===== config.mk =====
export PLATFORM = sky130hd
export DESIGN_NAME = title_text_sequencer_flat
export DESIGN_NICKNAME = d
export VERILOG_FILES = /design/src/rtl/title_text_sequencer_pkg.sv /design/src/rtl/title_text_sequencer_if.sv /design/src/rtl/title_text_sequencer_frame_tick_counter.sv /design/src/rtl/title_text_sequencer.sv /design/src/flat_wrapper.sv
export SDC_FILE = /design/constraint.sdc
export NUM_CORES = 1
export LEC_CHECK = 0
export ABC_AREA = 1
export CAP_MARGIN = 5
export CORE_AREA = 2 2 166 168
export CTS_CLUSTER_DIAMETER = 80
export CTS_CLUSTER_SIZE = 40
export DETAILED_ROUTE_END_ITERATION = 16
export DIE_AREA = 0 0 168 170
export HOLD_SLACK_MARGIN = 0.05
export PLACE_DENSITY = 0.58
export SLEW_MARGIN = 40
export SYNTH_ARGS = -nofsm -noshare
export SYNTH_HDL_FRONTEND = slang
export SYNTH_SLANG_ARGS = --single-unit

===== constraint.sdc =====
create_clock -name clock_25 -period 3.2 [get_ports clock_25]
set_clock_uncertainty 0.05 [all_clocks]
set_input_delay 0.32 -clock clock_25 [delete_from_list [all_inputs] [get_ports clock_25]]
set_output_delay 0.32 -clock clock_25 [all_outputs]
set_load 0.02 [all_outputs]

===== src/rtl/title_text_sequencer_pkg.sv =====
// Shared types and geometry constants for the "NEW GAME" title text sequencer.
// Also holds the glyph bit extraction helper used by the pixel pipeline.
package title_pkg;

    typedef enum logic [1:0] {
        IDLE   = 2'd0,
        REVEAL = 2'd1,
        BLINK  = 2'd2
    } title_state_t;

    localparam int GLYPH_W     = 20;
    localparam int GLYPH_H     = 20;
    localparam int GLYPH_BITS  = GLYPH_W * GLYPH_H;
    localparam int PITCH_LOG2  = 5;
    localparam int NUM_LETTERS = 8;
    localparam int SLOT_W      = $clog2(NUM_LETTERS);
    localparam int BOX_W       = 256;
    localparam int COORD_W     = 10;

    // Row 0 col 0 lives in the MSB; coordinates outside the glyph read as dark.
    function automatic logic glyph_bit(input logic [GLYPH_BITS-1:0] bits,
                                       input logic [4:0] row,
                                       input logic [4:0] col);
        logic [9:0] idx;
        idx = 10'(row) * 10'(GLYPH_W) + 10'(col);
        if (row < 5'(GLYPH_H) && col < 5'(GLYPH_W))
            return bits[10'(GLYPH_BITS - 1) - idx];
        else
            return 1'b0;
    endfunction

endpackage


===== src/rtl/title_text_sequencer_if.sv =====
// Pixel stream, glyph ROM and control handshake between the VGA side and the sequencer.
// The master side drives coordinates, ROM data and controls; the slave side is the sequencer.
interface title_text_sequencer_if;
    logic         enable;
    logic         frame_start;
    logic         start_pressed;
    logic [9:0]   pixel_x;
    logic [9:0]   pixel_y;
    logic [3:0]   selected_letter;
    logic [399:0] letter_bits;
    logic         pixel_on;
    logic         game_start;
    logic         busy;

    modport master (
        output enable, frame_start, start_pressed, pixel_x, pixel_y, letter_bits,
        input  selected_letter, pixel_on, game_start, busy
    );

    modport slave (
        input  enable, frame_start, start_pressed, pixel_x, pixel_y, letter_bits,
        output selected_letter, pixel_on, game_start, busy
    );
endinterface


===== src/rtl/title_text_sequencer_frame_tick_counter.sv =====
// Counts frame_start pulses and fires a combinational tick on the Nth one, restarting at zero.
// clear dominates and also suppresses the tick so a leaving state never sees a stale step.
module frame_tick_counter #(
    parameter int N = 1
) (
    input  logic clock_25,
    input  logic reset,
    input  logic clear,
    input  logic frame_start,
    output logic tick
);
    localparam int CW = (N > 1) ? $clog2(N) : 1;

    logic [CW-1:0] r_count;
    logic          w_last;

    assign w_last = (r_count == CW'(N - 1));
    assign tick   = frame_start & ~clear & w_last;

    always_ff @(posedge clock_25) begin
        if (reset || clear)
            r_count <= '0;
        else if (frame_start)
            r_count <= w_last ? '0 : r_count + 1'b1;
    end
endmodule


===== src/rtl/title_text_sequencer.sv =====
// Title text sequencer: maps VGA pixels onto the 8-slot glyph box, runs a 3-stage pixel pipeline
// around the registered glyph ROM, and sequences letter reveal, blink and game handoff.
module title_text_sequencer
    import title_pkg::*;
#(
    parameter int X0            = 192,
    parameter int Y0            = 230,
    parameter int REVEAL_FRAMES = 15,
    parameter int BLINK_FRAMES  = 30
) (
    input  logic                  clock_25,
    input  logic                  reset,
    title_text_sequencer_if.slave bus
);

    title_state_t r_state;
    logic [3:0]   r_revealed;
    logic         r_blink_vis;
    logic         r_game_start;
    logic         r_busy;
    logic         r_start_prev;

    logic [COORD_W-1:0] w_relx;
    logic [COORD_W-1:0] w_rely;
    logic               w_inside;
    logic [SLOT_W-1:0]  w_slot;
    logic [4:0]         w_col;
    logic [4:0]         w_row;
    logic               w_visible;
    logic               w_glyph_bit;

    logic [3:0] r_selected_letter;
    logic [4:0] r_row1, r_col1, r_row2, r_col2;
    logic       r_inside1, r_inside2;
    logic       r_vis1, r_vis2;
    logic       r_pixel_on;

    logic w_start_edge;
    logic w_reveal_clear, w_blink_clear;
    logic w_counted_frame;
    logic w_reveal_tick, w_blink_tick;

    // Unsigned wrap makes pixels left of or above the box land far outside it.
    assign w_relx    = bus.pixel_x - COORD_W'(X0);
    assign w_rely    = bus.pixel_y - COORD_W'(Y0);
    assign w_col     = w_relx[PITCH_LOG2-1:0];
    assign w_row     = w_rely[4:0];
    assign w_slot    = w_relx[PITCH_LOG2+SLOT_W-1:PITCH_LOG2];
    assign w_inside  = (w_relx < COORD_W'(BOX_W)) && (w_col < 5'(GLYPH_W))
                     && (w_rely < COORD_W'(GLYPH_H));
    assign w_visible = ({1'b0, w_slot} < r_revealed) && r_blink_vis;

    assign w_glyph_bit = glyph_bit(bus.letter_bits, r_row2, r_col2);

    always_ff @(posedge clock_25) begin
        if (reset) begin
            r_selected_letter <= '0;
            r_row1            <= '0;
            r_col1            <= '0;
            r_inside1         <= 1'b0;
            r_vis1            <= 1'b0;
            r_row2            <= '0;
            r_col2            <= '0;
            r_inside2         <= 1'b0;
            r_vis2            <= 1'b0;
            r_pixel_on        <= 1'b0;
        end else begin
            if (w_inside)
                r_selected_letter <= {1'b0, w_slot};
            r_row1     <= w_row;
            r_col1     <= w_col;
            r_inside1  <= w_inside;
            r_vis1     <= w_visible;
            r_row2     <= r_row1;
            r_col2     <= r_col1;
            r_inside2  <= r_inside1;
            r_vis2     <= r_vis1;
            r_pixel_on <= r_inside2 & r_vis2 & w_glyph_bit;
        end
    end

    assign w_start_edge = bus.start_pressed & ~r_start_prev;

    always_ff @(posedge clock_25) begin
        if (reset)
            r_start_prev <= 1'b0;
        else
            r_start_prev <= bus.start_pressed;
    end

    // A frame_start that lands on a start edge must not advance either counter.
    assign w_counted_frame = bus.frame_start & ~w_start_edge;
    assign w_reveal_clear  = (r_state != REVEAL) | ~bus.enable;
    assign w_blink_clear   = (r_state != BLINK)  | ~bus.enable;

    frame_tick_counter #(.N(REVEAL_FRAMES)) u_reveal_counter (
        .clock_25    (clock_25),
        .reset       (reset),
        .clear       (w_reveal_clear),
        .frame_start (w_counted_frame),
        .tick        (w_reveal_tick)
    );

    frame_tick_counter #(.N(BLINK_FRAMES)) u_blink_counter (
        .clock_25    (clock_25),
        .reset       (reset),
        .clear       (w_blink_clear),
        .frame_start (w_counted_frame),
        .tick        (w_blink_tick)
    );

    always_ff @(posedge clock_25) begin
        if (reset) begin
            r_state      <= IDLE;
            r_revealed   <= '0;
            r_blink_vis  <= 1'b1;
            r_game_start <= 1'b0;
            r_busy       <= 1'b0;
        end else begin
            r_game_start <= 1'b0;
            if (!bus.enable) begin
                r_state     <= IDLE;
                r_revealed  <= '0;
                r_blink_vis <= 1'b1;
                r_busy      <= 1'b0;
            end else begin
                case (r_state)
                    IDLE: begin
                        r_state     <= REVEAL;
                        r_revealed  <= '0;
                        r_blink_vis <= 1'b1;
                        r_busy      <= 1'b1;
                    end
                    REVEAL: begin
                        if (w_start_edge) begin
                            r_state     <= BLINK;
                            r_revealed  <= 4'(NUM_LETTERS);
                            r_blink_vis <= 1'b1;
                        end else if (w_reveal_tick) begin
                            r_revealed <= r_revealed + 1'b1;
                            if (r_revealed == 4'(NUM_LETTERS - 1))
                                r_state <= BLINK;
                        end
                    end
                    BLINK: begin
                        if (w_start_edge) begin
                            r_state      <= IDLE;
                            r_revealed   <= '0;
                            r_blink_vis  <= 1'b1;
                            r_game_start <= 1'b1;
                            r_busy       <= 1'b0;
                        end else if (w_blink_tick) begin
                            r_blink_vis <= ~r_blink_vis;
                        end
                    end
                    default: begin
                        r_state <= IDLE;
                        r_busy  <= 1'b0;
                    end
                endcase
            end
        end
    end

    assign bus.selected_letter = r_selected_letter;
    assign bus.pixel_on        = r_pixel_on;
    assign bus.game_start      = r_game_start;
    assign bus.busy            = r_busy;

endmodule


===== src/flat_wrapper.sv =====
// flat-port wrapper written by rule: the top's interface ports become plain ports
module title_text_sequencer_flat import title_pkg::*;
#(
    parameter int X0            = 192,
    parameter int Y0            = 230,
    parameter int REVEAL_FRAMES = 15,
    parameter int BLINK_FRAMES  = 30
)
  (clock_25, reset, bus_enable, bus_frame_start, bus_start_pressed, bus_pixel_x, bus_pixel_y, bus_letter_bits, bus_selected_letter, bus_pixel_on, bus_game_start, bus_busy);
  title_text_sequencer_if bus_i ();
  input  logic clock_25;
  input  logic reset;
  input wire logic [$bits(bus_i.enable)-1:0] bus_enable;
  input wire logic [$bits(bus_i.frame_start)-1:0] bus_frame_start;
  input wire logic [$bits(bus_i.start_pressed)-1:0] bus_start_pressed;
  input wire logic [$bits(bus_i.pixel_x)-1:0] bus_pixel_x;
  input wire logic [$bits(bus_i.pixel_y)-1:0] bus_pixel_y;
  input wire logic [$bits(bus_i.letter_bits)-1:0] bus_letter_bits;
  output wire logic [$bits(bus_i.selected_letter)-1:0] bus_selected_letter;
  output wire logic [$bits(bus_i.pixel_on)-1:0] bus_pixel_on;
  output wire logic [$bits(bus_i.game_start)-1:0] bus_game_start;
  output wire logic [$bits(bus_i.busy)-1:0] bus_busy;
  assign bus_i.enable = bus_enable;
  assign bus_i.frame_start = bus_frame_start;
  assign bus_i.start_pressed = bus_start_pressed;
  assign bus_i.pixel_x = bus_pixel_x;
  assign bus_i.pixel_y = bus_pixel_y;
  assign bus_i.letter_bits = bus_letter_bits;
  assign bus_selected_letter = bus_i.selected_letter;
  assign bus_pixel_on = bus_i.pixel_on;
  assign bus_game_start = bus_i.game_start;
  assign bus_busy = bus_i.busy;
  title_text_sequencer #(.X0(X0), .Y0(Y0), .REVEAL_FRAMES(REVEAL_FRAMES), .BLINK_FRAMES(BLINK_FRAMES)) u_core (.clock_25(clock_25), .reset(reset), .bus(bus_i));
endmodule

# After elaboration in Yosys (flattened, before gate mapping)
# Cells that the tools add are included.
# W data, S select, Z words.
# word_totals
regBits	47
in_bits	425
output_inout_bits	7
wordCells	98
# classes
addsub	7
mul	1
order_cmp	7
eq_ne	12
muxes	21
bitwise_logic	18
reduce_logical	14
# ops
op	n
$sub A10 B8 Y10 const B	2
$mux W4	4
$lt A5 B5 Y1 const B	3
$pmux W4 S3	1
$add A10 B5 Y10	1
$lt A10 B10 Y1 const B	1
$lt A10 B5 Y1 const B	1
$lt A10 B9 Y1 const B	1
$sub A9 B10 Y10 const A	1
$bmux W1 S9	1
$reduce_and A3 Y1	3
$add A4 B1 Y4 const B	2
$and A1 B1 Y1	8
$mul A5 B3 Y8 const B	1
$mux W2	4
$not A1 Y1	8
$mux W1	7
$ne A2 B1 Y1 const B	3
$ne A3 B2 Y1 const B	2
$pmux W1 S3	2
$pmux W2 S3	1
$add A5 B1 Y5 const B	1
$eq A5 B5 Y1 const B	1
$mux W5	1
other kinds (15)	20

# Depth between registers and ports, before layout
# Gate-level depths: netlist (run 1).
# depth
ltp_word	9
mapped_depth	19
mapped_depth_nobuf	18

# By module
# Synthesis (run 1) repeated with hierarchy kept, for this count alone.
# unflattened
cells_unflattened	1260
area_unflattened_um2	6568.8
# by_module_without_submodules
module	n_inst	cells_each	area_each_um2	seq_area_each_um2
title_text_sequencer	1	1196	6123.4	760.7
frame_tick_counter at u_core.u_blink_counter	1	35	259.0	100.1
frame_tick_counter at u_core.u_reveal_counter	1	29	186.4	80.1

# Least setup slack after synthesis (run 1)
# No wires, ideal clock.
# synth_timing
kind	register to register
startpoint	reg u_core.r_row2[3]
endpoint	reg u_core.r_pixel_on (netlist: u_core.bus.pixel_on)
setup_ns	0.111
arrival_ns	2.357
t_required_ns	3.039
path_slack_ns	0.682
path_stages_with_launch	14
n_path_buf	0
period_less_slack_ns	2.518
cell_sequence	dfxtp_1 ha_1 ha_1 inv_1 fa_1 inv_1 ha_1 a21oi_1 xor2_1 nor2_1 nor2_1 nand2_1 nand2_1 nor2_1
# synth_between
elab_chain_len	7
word_cells_on_any_way	9
classes_between	2 x add/sub; 1 x mul; 1 x order compare; 3 x mux; 1 x bitwise; 1 x reduce/logical
# synth_rtl
element	line	text
start: declaration	title_text_sequencer.sv:33	logic [4:0] r_row1, r_col1, r_row2, r_col2;
start signal: assignment	title_text_sequencer.sv:74	r_row2 <= r_row1;
$mul A5 B3 Y8	title_text_sequencer_pkg.sv:25	idx = 10'(row) * 10'(GLYPH_W) + 10'(col);
$add A10 B5 Y10	title_text_sequencer_pkg.sv:25	
$sub A9 B10 Y10	title_text_sequencer_pkg.sv:27	return bits[10'(GLYPH_BITS - 1) - idx];
$bmux W1 S9	title_text_sequencer_pkg.sv:27	
$mux W1 (implied by the code)	title_text_sequencer_pkg.sv:27	
$mux W1 *	title_text_sequencer_pkg.sv:26	if (row < 5'(GLYPH_H) && col < 5'(GLYPH_W))
$and A1 B1 Y1 *	title_text_sequencer.sv:78	r_pixel_on <= r_inside2 & r_vis2 & w_glyph_bit;
end signal: assignment	title_text_sequencer.sv:78	
end: declaration	title_text_sequencer.sv:36	logic r_pixel_on;
# Mark *: on every way between the ends. The rest lies on a longest branch, timed or not. The select of a mux whose other input is x is not followed.
# A chain may end at the register's enable or synchronous reset.

# Worst setup path in the final report (run 1)
# layout_timing
startpoint	reg u_core.r_col2[3]
endpoint	reg u_core.r_pixel_on (netlist: u_core.bus.pixel_on)
# layout_between
elab_chain_len	6
word_cells_on_any_way	8
classes_between	2 x add/sub; 1 x order compare; 3 x mux; 1 x bitwise; 1 x reduce/logical
# layout_rtl
element	line	text
start: declaration	title_text_sequencer.sv:33	
start signal: assignment	title_text_sequencer.sv:75	r_col2 <= r_col1;
$add A10 B5 Y10	title_text_sequencer_pkg.sv:25	
$sub A9 B10 Y10	title_text_sequencer_pkg.sv:27	
$bmux W1 S9	title_text_sequencer_pkg.sv:27	
$mux W1 (implied by the code)	title_text_sequencer_pkg.sv:27	
$mux W1 *	title_text_sequencer_pkg.sv:26	
$and A1 B1 Y1 *	title_text_sequencer.sv:78	
# Marks and branches as above.

==> results.md, run 1 <==
* Vias/cell at 4.77
* GRT Resource Usage Total at 25.9%
* Setup CP Type: reg2reg
* Area contributors post-synth: nand2_1, nand3_1, dfxtp_1, ha_1, inv_1
* Initial cell density of the core at 24.8%
* Reg-to-reg critical path startpoint: u_core.r_col2[3]$_SDFF_PP0_
* First-pass GRT wire length at 56.3 mm
* Switching Share at 39.0%
* I/O pin cnt at 432
* FF+latch count, synth at 47
* Clock root buffer: clkbuf_16
* Longest Clk Path Bufs at 2
* Die Y at 170 µm
* P_sw at 0.00109 W
* Worst hold-check path type: reg2reg
* CTS tree: yes
* Register share of total power at 22.0%
* Full die area at 28600 µm²
* Int Pwr at 0.00170 W
* Reg2Reg Depth at 14
* Crit-path slowest cell: inv_2
* Antenna violations before repair at 9
* Hold Path Depth at 2
* Number of port buffers at 430
* # Post-CTS Setup Buffers at 0
* # setup viols final at 0
* Num CTS Buffers at 5
* CTS Sinks at 47
* DR vias at 9565
* Data arrival time of the critical path at 2940 ps
* Vias in the first global route at 9156
* Clock Latency Late Sink at 290 ps
* Fin area at 11300 µm²
* Core Area at 26700 µm²
* EDFF count, synth at 0
* Tcrit/Tclk final at 86.4%
* Mapped Avg Cell Area at 5.20 µm²
* Most common cell after layout, fill and taps aside: nand2_1
* Clk network pwr share at 18.9%
* Crit path capture type: flop
* Hold Crit Endpoint: u_core.r_row2[4]$_SDFF_PP0_
* Count of different cell masters after synthesis at 45
* GR Overflow Total at 0
* Net count, final at 2102
* Routed WL at 38.6 mm
* # rows at 60
* Worst Hold Launch: u_core.r_row1[4]$_SDFF_PP0_
* Commonest non-fill, non-tap cells in the layout: nand2_1, clkdlybuf4s50_1, nand3_1
* Outcome: complete, no violations
* Yosys warning total at 0
* Ys flop type: dfxtp_1
* Gate power share at 59.1%
* Max Fclk at 362 MHz
* H-tree levels at 2
* TNS Setup at 0 ps
* Most used cell, CP: nand3_1
* Maxcap violations at 0
* Worst EP required at 3370 ps
* Resized Gates After CTS at 0
* Worst path bufs/invs at 2
* Fin Hold WS at 352 ps
* VDD IR max at 0.209 mV
* Max_slew headroom at 58.2%
* Setup crit start kind: flop
* Max FO, Critical Path at 25
* Reg2reg end: u_core.bus.pixel_on$_SDFF_PP0_
* Placed Area at 11100 µm²
* RSZ-0062 raised after global routing: no
* # hold bufs at CTS at 0
* Post-DRT Antenna Nets at 0
* Residual DRC at 0
* Gpl congestion at 0.969
* Synth area leader: nand2_1
* Synth top area share at 34.0%
* DRT iter0 DRCs at 769
* Clock-pin slew on the worst setup and hold paths at 70 ps
* CP top delay family: simple AND/OR/NAND/NOR gates
* Synth Instances at 1273
* Least-Margin Pin Slew at 626 ps
* Pin count of the biggest net entering global routing at 89
* Die Span X at 168 µm
* First drt pass iteration count at 5
* Detail Placement HPWL at 31.4 mm
* Share of cells above drive strength 1 at 3.26%
* Hold Violations, Final at 0
* Leakage at 5.01 nW
* Area growth, synth to finish at 70.1%
* Pwr/cell area at 247 nW/µm²
* R2R Setup Slk at 440 ps
* CP cell instances: inv_1 > ha_1 > ha_1 > o21ai_0 > nand2_2 > inv_2 > nand3b_1 > nand3_1 > nand3_1 > nand3_1 > nand3_1 > nand2_1 > nand2_1 > nor2_1
* Post-Syn Nets at 1722
* Mapped Area at 6620 µm²
* Post-synth ARST share at 0%
* CP max stage delay at 460 ps
* Fin crit period at 2760 ps
* Wire length per cell at 19.3 µm
* Final Slew Violations at 0
* Register area share after synthesis at 14.2%
-- Yosys cell counts (2+ instances only) --
cell,count
a211oi_1,5
a21oi_1,48
buf_1,3
buf_2,38
buf_4,23
buf_6,8
clkbuf_1,8
dfxtp_1,47
ha_1,23
inv_1,76
inv_2,5
nand2_1,599
nand2_2,2
nand3_1,235
nand3b_1,13
nand4_1,17
nor2_1,69
nor2_2,2
nor2_4,2
nor3_1,5
nor3b_1,2
o21ai_0,15
or2_2,3
xor2_1,4
-- sequential cells by signal, indices dropped and copies added (netlist names), 2 cells and up --
signal,cells
u_core.bus.selected_letter,3
u_core.u_reveal_counter.r_count,4
u_core.r_row2,5
u_core.r_col2,5
u_core.r_col1,5
u_core.r_revealed,4
u_core.u_blink_counter.r_count,5
u_core.r_state,2
u_core.r_row1,5
-- metrics by stage --
| stage | std cells | power, W | utilization [%] | setup slack [ps] |
|---|---|---|---|---|
| 2_1_floorplan | 1273 | 0.00144 | - | 682 |
| 3_3_place_gp | 1987 | 0.00226 | 41.6 | 478 |
| 3_5_place_dp | 1987 | 0.00226 | 41.6 | 461 |
| 4_1_cts | 1995 | 0.00280 | 42.2 | 427 |
| 5_1_grt | 2003 | 0.00299 | 42.3 | 159 |
| 6_report | 2004 | 0.00279 | 42.3 | 436 |
-- power groups by stage --
stage / registers (W) / clock network [W] / logic, W
after floorplan: 0.000626 / 0 / 0.000814
after detailed placement: 0.000628 / 0 / 0.00164
after CTS: 0.000614 / 0.000544 / 0.00165
after global placement: 0.000628 / 0 / 0.00164
final: 0.000614 / 0.000527 / 0.00165
after global routing: 0.000616 / 0.000561 / 0.00181
-- layer usage --
metal	up-vias	part of all wire, %	GRT usage [%]
met5	-	0.034	0
met2	363	46	43.0
li1	4845	-	-
met1	4290	42	31.9
met3	65	7.8	6.72
met4	2	3.6	10.5
-- cell type report --
| type | instances | area [µm²] |
|---|---|---|
| fill | 2962 | 15400 |
| timing repair buffer | 453 | 4530 |
| multi-input combinational | 1063 | 4880 |
| sequential | 47 | 946 |
| antenna | 9 | 22.5 |
| clock buffer | 5 | 125 |
| inverter | 83 | 317 |
| clock inverter | 3 | 22.5 |
| tap | 341 | 427 |
-- cell families (layout without fill, tap and decap cells) --
logic type	Yosys count	in the layout	synth area share (%)
flops	47	47	14.2
fa+ha+maj	24	24	4.65
other cells	1	10	0.0566
xor+xnor	6	6	1.08
simple gates	953	953	61.0
buf+inv	163	544	12.2
compound gates	79	79	6.75
-- worst min-delay path, cell delays in order (launching register included) --
cell,delay [ps]
dfxtp_1,300
inv_1,40
nor2_1,30
-- worst max path at each step --
stage	from	endpoint	slack, ps	cells after the start
global route	u_core.r_col2[3]$_SDFF_PP0_	u_core.bus.pixel_on$_SDFF_PP0_	160	16
CTS	u_core.r_col2[3]$_SDFF_PP0_	u_core.bus.pixel_on$_SDFF_PP0_	430	14
detailed placement	u_core.r_col2[3]$_SDFF_PP0_	u_core.bus.pixel_on$_SDFF_PP0_	460	14
floorplan	u_core.r_row2[3]$_SDFF_PP0_	u_core.bus.pixel_on$_SDFF_PP0_	680	13
finish	u_core.r_col2[3]$_SDFF_PP0_	u_core.bus.pixel_on$_SDFF_PP0_	440	14
global placement	u_core.r_row2[1]$_SDFF_PP0_	u_core.bus.pixel_on$_SDFF_PP0_	480	14
Power figures use the tool's default switching activity.
==> run 2: changes to the inputs <==
--- a/config.mk
+++ b/config.mk
@@ -10,9 +10,7 @@
 export CORE_AREA = 2 2 166 168
 export CTS_CLUSTER_DIAMETER = 80
-export CTS_CLUSTER_SIZE = 40
 export DETAILED_ROUTE_END_ITERATION = 16
 export DIE_AREA = 0 0 168 170
 export HOLD_SLACK_MARGIN = 0.05
-export PLACE_DENSITY = 0.58
 export SLEW_MARGIN = 40
 export SYNTH_ARGS = -nofsm -noshare
==> constraint.sdc (replaced) <==
create_clock -name clock_25 -period 3.2 [get_ports clock_25]
set_clock_uncertainty 0.05 [all_clocks]
set_input_delay 0.64 -clock clock_25 [delete_from_list [all_inputs] [get_ports clock_25]]
set_output_delay 0.64 -clock clock_25 [all_outputs]
set_load 0.02 [all_outputs]
==> run 2 against run 1 <==
Sequential power grew 1%; clock power grew 4.7%; sequential cell count is the same; final area shrank 0.21%; critical endpoint unchanged; global-route usage shrank 1.0 points; critical path depth grew 3; setup slack lost 41 ps; via count shrank 1.1%; total power is essentially flat.
==> results.md, run 2 (same netlist as run 1, synthesis figures left out) <==
* Wire length per cell at 18.6 µm (-3.4%)
* Most common cell after layout, fill and taps aside: nand2_1
* Layout Cells excl Fill at 1995 (-0.45%)
* Routed WL at 37.2 mm (-3.8%)
* Commonest non-fill, non-tap cells in the layout: nand2_1, clkdlybuf4s50_1, nand3_1
* Clock root buffer: clkbuf_16
* Routing usage on met1 at 29.7% (-2.2 points)
* CTS Sinks at 47 (unchanged)
* Reg-to-reg critical path startpoint: u_core.r_col2[2]$_SDFF_PP0_
* H-tree levels at 2 (unchanged)
* Fin crit period at 2800 ps (+41.4 ps)
* Longest Clk Path Bufs at 2 (unchanged)
* Antenna violations before repair at 9 (unchanged)
* # hold bufs at CTS at 0 (unchanged)
* Least-Margin Pin Slew at 657 ps (+30.4 ps)
* Slack of the critical path at 395 ps (-41.4 ps)
* CP startpoint: u_core.r_col2[2]$_SDFF_PP0_
* GR Overflow Total at 0 (unchanged)
* TNS Setup at 0 ps (unchanged)
* Met2 usage at 43.9% (+0.86 points)
* Net count, final at 2097 (-0.24%)
* Clock Latency Late Sink at 290 ps (about the same)
* Max_slew headroom at 56.2% (-2.0 points)
* # Post-CTS Setup Buffers at 0 (unchanged)
* Outcome: complete, no violations
* Most used cell, CP: nand3_1
* Core Area at 26700 µm² (unchanged)
* DRT iter0 DRCs at 640 (-17%)
* First-pass GRT wire length at 54.5 mm (-3.1%)
* CP cell instances: inv_1 > ha_1 > ha_2 > nand2_1 > inv_2 > buf_12 > nand3_1 > nand2_1 > nor2_1 > nand2_1 > nand3_1 > nand3_1 > nand3_1 > nand3_1 > nand2_1 > nor2_1 > nor2_1
* Number of port buffers at 430 (unchanged)
* Fin area at 11200 µm² (-0.21%)
* CP max stage delay at 420 ps (-40 ps)
* Leakage at 4.99 nW (-0.28%)
* Full die area at 28600 µm² (unchanged)
* Tcrit/Tclk final at 87.7% (+1.3 points)
* Crit-path slowest cell: ha_2
* VDD IR max at 0.227 mV (+8.5%)
* Sequential cell area at 946 µm² (unchanged)
* Max Fclk at 357 MHz (-1.5%)
* Pre-CTS setup slack at 408 ps (-53.1 ps)
* # fillers at 2932 (-1.0%)
* Maxcap violations at 0 (unchanged)
* Resized Gates After CTS at 0 (unchanged)
* Die Y at 170 µm (unchanged)
* # rows at 60 (unchanged)
* Initial cell density of the core at 24.8% (unchanged)
* Die Span X at 168 µm (unchanged)
* Hold Violations, Final at 0 (unchanged)
* Num CTS Buffers at 5 (unchanged)
* Placed cell count at 1982 (-0.25%)
* Pin count of the biggest net entering global routing at 85 (-4.5%)
* Max FO, Critical Path at 36 (+44%)
* DR vias at 9464 (-1.1%)
* GRT met3 Usage at 6.09% (-0.63 points)
* Area of the multi-input gates at 4880 µm² (unchanged)
* Data arrival time of the critical path at 2940 ps (about the same)
* Worst EP required at 3330 ps (-40 ps)
* Gpl congestion at 0.906 (-6.5%)
* Worst hold-check path type: reg2reg
* Share of cells above drive strength 1 at 2.97% (-0.29 points)
* Post-DRT Antenna Nets at 0 (unchanged)
* First drt pass iteration count at 5 (unchanged)
* Clock-pin slew on the worst setup and hold paths at 60 ps (about the same)
* Setup CP Type: reg2reg
* Worst Hold Launch: u_core.r_vis1$_SDFF_PP0_
* Vias/cell at 4.74 (-0.61%)
* Pwr/cell area at 248 nW/µm² (+0.18%)
* Placed Area at 11100 µm² (-0.23%)
* Crit path capture type: flop
* Detail Placement HPWL at 30.2 mm (-3.7%)
* RSZ-0062 raised after global routing: no
* I/O pin cnt at 432 (unchanged)
* Final Slew Violations at 0 (unchanged)
* GRT Resource Usage Total at 24.9% (-1.0 points)
* CTS tree: yes
* Area growth, synth to finish at 69.7%
* # setup viols final at 0 (unchanged)
* Residual DRC at 0 (unchanged)
* Vias in the first global route at 9070 (-0.94%)
* Most Crowded Layer GR: met2
* Setup crit start kind: flop
[run 2: metal layers]
| layer | vias up | wire [µm] |
|---|---|---|
| li1 | 4830 | - |
| met3 | 51 | 3040 |
| met2 | 324 | 18000 |
| met5 | - | 27 |
| met1 | 4255 | 15100 |
| met4 | 4 | 980 |
[run 2: report_power, final]
group | internal [W] | switching (W)
clock network | 0.000333 | 0.000220
registers | 0.000604 | 0.0000164
logic | 0.000800 | 0.000813
total | 0.00174 | 0.00105
[run 2: layout make-up]
| class | count | area share [%] |
|---|---|---|
| Antenna cell | 5 | 0.111 |
| Clock buffer | 7 | 1.36 |
| Clock inverter | 1 | 0.0557 |
| Inverter | 83 | 2.82 |
| Multi-Input combinational cell | 1063 | 43.4 |
| Sequential cell | 47 | 8.42 |
| Tap cell | 341 | 3.80 |
| Timing Repair Buffer | 448 | 40.1 |
[run 2: worst paths after layout]
| path | end | slack, ps | cells past startpoint |
|---|---|---|---|
| max | u_core.bus.pixel_on$_SDFF_PP0_ | 400 | 17 |
| min | u_core.r_vis2$_SDFF_PP0_ | 350 | 2 |
| max reg2reg | u_core.bus.pixel_on$_SDFF_PP0_ | 400 | 17 |
| min reg2reg | u_core.r_vis2$_SDFF_PP0_ | 350 | 2 |
[run 2: per-stage QoR]
stage	power, W	hold slack (ps)	utilization [%]
4_1_cts	0.00281	356	42.1
3_5_place_dp	0.00224	349	41.5
5_1_grt	0.00299	371	42.2
6_report	0.00279	354	42.2
3_3_place_gp	0.00224	339	41.5
2_1_floorplan	0.00144	338	-
[run 2: critical path: cells and delay by family, from the launching register on]
family,cells,cell delay [ps]
simple gates,12,970
flops,1,320
fa+ha+maj,2,730
buf+inv,3,590
